<file path="src/rtl/ps2_host_tx.sv">
// ps2_host_tx: PS/2 host-to-device command byte transmitter with inhibit, ack check and timeout.
module ps2_host_tx #(
  parameter int INHIBIT_CYCLES = 5000,
  parameter int TIMEOUT_CYCLES = 750000
) (
  input  logic       clk,
  input  logic       rst,
  input  logic [7:0] tx_data,
  input  logic       tx_valid,
  output logic       tx_ready,
  input  logic       ps2_clk_in,
  input  logic       ps2_data_in,
  output logic       ps2_clk_oe,
  output logic       ps2_data_oe,
  output logic       busy,
  output logic       done,
  output logic       ack_err,
  output logic       timeout_err
);
  localparam int IW = $clog2(INHIBIT_CYCLES + 1);
  localparam int TW = $clog2(TIMEOUT_CYCLES + 1);
  typedef enum logic [2:0] {IDLE, INHIBIT, REQ, RELEASE, SEND, ACK, WAIT_IDLE} state_t;
  state_t state;
  logic [1:0] clk_sync, data_sync;
  logic clk_d;
  logic [9:0] shift_reg;
  logic [3:0] bit_cnt;
  logic [IW-1:0] inh_cnt;
  logic [TW-1:0] to_cnt;
  logic sync_clk, sync_data, fe, timed, to_hit;
  assign sync_clk  = clk_sync[1];
  assign sync_data = data_sync[1];
  assign fe        = clk_d & ~sync_clk;
  assign timed     = state inside {RELEASE, SEND, ACK, WAIT_IDLE};
  assign to_hit    = timed && to_cnt == TW'(TIMEOUT_CYCLES - 1);
  always_ff @(posedge clk or posedge rst) begin
    if (rst) begin
      state       <= IDLE;
      clk_sync    <= 2'b11;
      data_sync   <= 2'b11;
      clk_d       <= 1'b1;
      shift_reg   <= '0;
      bit_cnt     <= '0;
      inh_cnt     <= '0;
      to_cnt      <= '0;
      tx_ready    <= 1'b1;
      ps2_clk_oe  <= 1'b0;
      ps2_data_oe <= 1'b0;
      busy        <= 1'b0;
      done        <= 1'b0;
      ack_err     <= 1'b0;
      timeout_err <= 1'b0;
    end else begin
      clk_sync    <= {clk_sync[0], ps2_clk_in};
      data_sync   <= {data_sync[0], ps2_data_in};
      clk_d       <= sync_clk;
      done        <= 1'b0;
      ack_err     <= 1'b0;
      timeout_err <= 1'b0;
      if (timed) to_cnt <= to_cnt + 1'b1;
      // timeout wins over any same-cycle edge or ack
      if (to_hit) begin
        state       <= IDLE;
        ps2_clk_oe  <= 1'b0;
        ps2_data_oe <= 1'b0;
        busy        <= 1'b0;
        timeout_err <= 1'b1;
      end else begin
        case (state)
          IDLE: begin
            tx_ready <= 1'b1;
            if (tx_valid && tx_ready) begin
              shift_reg  <= {1'b1, ~^tx_data, tx_data};
              bit_cnt    <= '0;
              inh_cnt    <= '0;
              tx_ready   <= 1'b0;
              busy       <= 1'b1;
              ps2_clk_oe <= 1'b1;
              state      <= INHIBIT;
            end
          end
          INHIBIT: begin
            if (inh_cnt == IW'(INHIBIT_CYCLES - 1)) begin
              ps2_data_oe <= 1'b1;
              state       <= REQ;
            end else inh_cnt <= inh_cnt + 1'b1;
          end
          REQ: begin
            ps2_clk_oe <= 1'b0;
            to_cnt     <= '0;
            state      <= RELEASE;
          end
          RELEASE: begin
            if (fe) begin
              ps2_data_oe <= ~shift_reg[0];
              state       <= SEND;
            end
          end
          SEND: begin
            if (fe) begin
              shift_reg   <= {1'b0, shift_reg[9:1]};
              bit_cnt     <= bit_cnt + 1'b1;
              ps2_data_oe <= ~shift_reg[1];
              if (bit_cnt == 4'd8) state <= ACK;
            end
          end
          ACK: begin
            if (fe) begin
              state <= sync_data ? IDLE : WAIT_IDLE;
              busy  <= ~sync_data;
              ack_err <= sync_data;
            end
          end
          WAIT_IDLE: begin
            if (sync_clk && sync_data) begin
              done  <= 1'b1;
              busy  <= 1'b0;
              state <= IDLE;
            end
          end
          default: state <= IDLE;
        endcase
      end
    end
  end
endmodule

</file>
<file path="config.mk">
export PLATFORM = sky130hd
export DESIGN_NAME = ps2_host_tx
export DESIGN_NICKNAME = d
export VERILOG_FILES = /design/src/rtl/ps2_host_tx.sv
export SDC_FILE = /design/constraint.sdc
export NUM_CORES = 1
export LEC_CHECK = 0
export ABC_AREA = 0
export CORE_ASPECT_RATIO = 1.25
export CORE_MARGIN = 2
export CORE_UTILIZATION = 40
export DETAILED_ROUTE_END_ITERATION = 7
export HOLD_SLACK_MARGIN = 0.06
export SETUP_SLACK_MARGIN = 0.05
export SYNTH_ARGS = -nofsm -noshare
export SYNTH_HDL_FRONTEND = slang
export SYNTH_SLANG_ARGS = --single-unit
</file>
<file path="constraint.sdc">
create_clock -name clk -period 4.7 [get_ports clk]
set_input_delay 0.94 -clock clk [delete_from_list [all_inputs] [get_ports clk]]
set_output_delay 0.94 -clock clk [all_outputs]
set_load 0.1 [all_outputs]
</file>
## Yosys cells after proc, flatten, opt, wreduce, memory -nomap -nowiden

Index checks and enable logic that the tools add are counted.

| cells by class | value |
|---|---|
| add/sub/neg operators | 3 |
| muxes and demuxes | 42 |
| equality and inequality tests | 19 |
| bitwise gates (word level) | 6 |
| reductions and logical operators | 18 |

Operators with widths:

| kind | number |
|---|---|
| $mux 20 | 3 |
| $mux 3 | 9 |
| $mux 13 | 2 |
| $pmux 13 s2 | 1 |
| $pmux 3 s7 | 1 |
| $add 20x1->20 const B | 1 |
| $eq 20x20->1 const B | 1 |
| $mux 10 | 2 |
| $pmux 10 s2 | 1 |
| $mux 1 | 17 |
| $reduce_and 4->1 | 4 |
| $ne 3x3->1 const B | 5 |
| $add 13x1->13 const B | 1 |
| $eq 13x13->1 const B | 1 |
| $reduce_bool 4->1 | 3 |
| $eq 3x3->1 const B | 3 |
| $mux 4 | 2 |
| $pmux 4 s2 | 1 |
| $reduce_xnor 8->1 | 1 |
| $reduce_and 7->1 | 1 |
| $eq 3x2->1 const B | 2 |
| $ne 2x2->1 const B | 3 |
| $ne 3x2->1 const B | 2 |
| $pmux 1 s3 | 2 |
| 11 further kinds | 19 |

| storage, ports and cells | value |
|---|---|
| bits of input ports | 13 |
| output and inout port bits | 7 |
| register bits after elaboration | 62 |

## Longest topological paths before layout

| logic depth | value |
|---|---|
| word-level depth | 5 |
| depth in mapped cells | 7 |

## Worst setup path before layout

OpenSTA, ideal clock, no wires.

| timing | value |
|---|---|
| path kind | reg-to-reg |
| from | reg inh_cnt[4] |
| to | reg ps2_data_oe |
| path buffers | 1 |
| period minus slack after synthesis | 1.953 ns |
| arrival time | 1.830 ns |
| setup time | 0.123 ns |
| path slack | 2.747 ns |
| data required time | 4.577 ns |
| stages on the path, launching flop included | 6 |
| path through | dfrtp_1 -> or4b_2 -> o31ai_1 -> buf_2 -> o21ai_1 -> a32o_1 |

| on the way | value |
|---|---|
| word-level cells in the longest chain between the ends | 3 |

Ends and longest elaborated chain:

| item | RTL line | source |
|---|---|---|
| start: declaration | 28 | `logic [IW-1:0] inh_cnt;` |
| start signal: assignment | 86 | `end else inh_cnt <= inh_cnt + 1'b1;` |
| $eq 13x13->1 | 83 | `if (inh_cnt == IW'(INHIBIT_CYCLES - 1)) begin` |
| $ne 3x3->1 (no source line) | -- |  |
| $reduce_and 4->1 (no source line) | -- |  |
| end signal: assignment | 95 | `ps2_data_oe <= ~shift_reg[0];` |
| end signal: assignment | 103 | `ps2_data_oe <= ~shift_reg[1];` |
| end: declaration | 14 | `output logic ps2_data_oe,` |

No other way between the ends.
A chain may end at the register's enable or synchronous reset.

## Worst setup path after layout

| timing | value |
|---|---|
| from | reg tx_ready |
| to | out tx_ready |

RTL lines:

| item | RTL line | source |
|---|---|---|
| start: declaration | 10 | `output logic tx_ready,` |
| start signal: assignment | 46 | `tx_ready <= 1'b1;` |
| start signal: assignment | 71 | `tx_ready <= 1'b1;` |
| start signal: assignment | 76 | `tx_ready <= 1'b0;` |

No word-level cell between the ends.

==> out/summary.txt <==
Status = finished, final reports clean
GRT Residual Overflow = 0
Slew headroom = 22.79%
Reg-to-reg critical path startpoint = state[2]
Psw = 223.7 uW
Layout cells sized above 1 = 9.510%
Final Hold Vio Count = 0
Peak supply drop = 0.1415 mV
Critical Path RT = 3.76 ns
First-pass GRT wire length = 10.76 mm
Clk root buf = clkbuf_8
R2r setup slk = 1.82 ns
Worst hold path startpoint = clk_sync[0]
Synth area leader = dfrtp_1
Synth Area per Inst = 9.758 um2
Power per cell area = 274.1 nW/um2
Crit Path Class = reg2out
Die ar. = 8737 um2
Minimum clock period = 3.007 ns
Via density = 5.373
CTS Buffer Depth = 2
Sw frac = 22.49%
Critical path startpoint = tx_ready
Filler cell count = 724
Hold_buf cts = 0
Clock power share = 41.7%
Placer Congestion = 0.8285
F_max = 332.5 MHz
Max FO, Critical Path = 6
Hold Worst Slack = 0.3611 ns
Max-cap violations = 0
Nets = 360
Final Skew = 0.01227 ns
CTS H-Tree Depth = 3
Post-CTS Setup Inserts = 0
Layout area overhead = 13.41%
Critical path capture point type = primary output
Max Slew Vio Count = 0
Via Count = 2,375
Final period util = 63.99%
Leak = 0.001458 uW
Die X = 84.01 um
Netlist Area Pre-Place = 3201 um2
Core area = 7792 um2
Dpl cells = 427
Max reg flops = 20
Post-Syn Nets = 345
PortBufs = 19
Area of the multi-input gates = 1550 um2
CP startpoint kind = register
Starting Density = 41.07%
Clk Latency, worst-skew pair = 0.33 ns
WL final = 6.111 mm
Post-DRT Antenna Nets = 0
Worst Tran Pin Value = 1.148 ns
CP max stage cell = clkdlybuf4s50_1
Antenna violations before repair = 0
WL per Instance = 13.83 um
CTS tree = done
Number of global-route vias before repair = 2,254
Share of Yosys cell area claimed by the top area cell type = 43.78%
CP max stage delay = 1.15 ns
Final setup viols = 0
Flops & latches, synth = 62
Antenna cells = 0
DIE HEIGHT = 104.0 um
Non-filler cells, final = 442
Asr flop ratio synth = 100.0%
Seq. cell area = 1559 um2
First-pass DRT Iterations = 4
Logic gate share of total power = 4.1%
Initial DRC Count = 159
Seq pwr share = 54.2%
Post-synth EDFFs = 0
CP top delay family = buffers and inverters
Std-Cell Rows = 36
DP HPWL = 4.191 mm
RSZ-0062 raised after global routing = false
Arrival time at the worst endpoint = 2.07 ns
Synth cell types = 49
Post-CTS sizing = 0
Setup_tns = 0 ns
Syn Inst Count = 328
Largest net degree at the start of global routing = 45
Post-synth top cells = 56 x dfrtp_1, 33 x nand2_1, 32 x nor2_1
Worst path cell trace = clkdlybuf4s50_1
Synth area leaders = dfrtp_1 44%, xnor2_1 6.8%, dfstp_2 4.9%, mux2i_1 4.7%, nand2_1 3.9%
DRC viols = 0
Synth Warn # = 0
CP Buf/Inv Count = 1
CTS buffer count = 9
Top FF cell, synth = dfrtp_1
Sequential-to-total area share from yosys stat = 48.71%
Worst min-delay path class = reg2reg
Reg clk slew, reported paths = 0.06 ns
I/O pin count = 20
Most numerous cell in the Yosys netlist = dfrtp_1
TritonCTS sink count = 62
Internal = 771.2 uW
Total track usage = 15.25%
power groups by stage:
| stage | clock network [uW] | logic [uW] | registers [uW] |
|---|---|---|---|
| final | 415 | 41.0 | 539 |
| after global routing | 460 | 46.5 | 539 |
| after CTS | 431 | 42.4 | 539 |
| after detailed placement | 0 | 42.4 | 549 |
| after global placement | 0 | 42.3 | 549 |
| after floorplan | 0 | 23.8 | 548 |
placed cells by master (no fill, tap or decap), types with 6 or more instances in the layout:
master and n:
dfrtp_1 56, nand2_1 33, nor2_1 32, xnor2_1 25, clkdlybuf4s50_1 19, nor3_1 16, mux2i_1 15, nand3_1 14
o21ai_0 12, o21ai_1 11, clkbuf_8 11, a21oi_1 10, and3_1 7, or3_1 7, inv_1 7, nand4_1 6
dfstp_2 6
per-layer routing:
metal,vias up,track usage [%],part of all wire [%]
li1,1195,-,-
met1,1130,21.48,48
met2,44,21.83,47
met3,6,3.810,3.8
met4,0,7.488,1.3
met5,-,0,0
path summary, 6_finish.rpt:
kind | end | cells after the start
min in group asynchronous | to_cnt[15] | 2
max in group asynchronous | tx_ready | 3
min | clk_sync[1] | 0
max reg2reg | bit_cnt[3] | 5
max | tx_ready | 1
min reg2reg | clk_sync[1] | 0
per-stage QoR:
step	setup slack [ns]	total power [uW]	utilization, %	cell area [um2]
floorplan	2.229	572.2	-	3201
detailed placement	1.837	591.6	44.35	3456
global route	1.567	1046	46.58	3630
global placement	1.875	591.3	44.35	3456
CTS	1.672	1013	46.58	3630
finish	1.693	994.9	46.58	3630
cell families after synthesis:
| family | synth area share (%) |
|---|---|
| AO/OA/AOI/OAI | 12.47 |
| XOR/XNOR | 7.936 |
| adder cells (fa/ha/maj) | 1.564 |
| buffers and inverters | 3.010 |
| flip-flops | 48.71 |
| multiplexers | 5.395 |
| AND/OR/NAND/NOR | 20.92 |
final cells by class:
type	instances	share of cell area, %
clock buffers	11	4.171
clock inverters	4	0.6205
inverters	8	0.8273
multi-input cells	242	42.71
flip-flops and latches	62	42.95
well taps	95	3.275
repair buffers	20	5.446
Note: power is estimated with default switching activity, not from simulation.
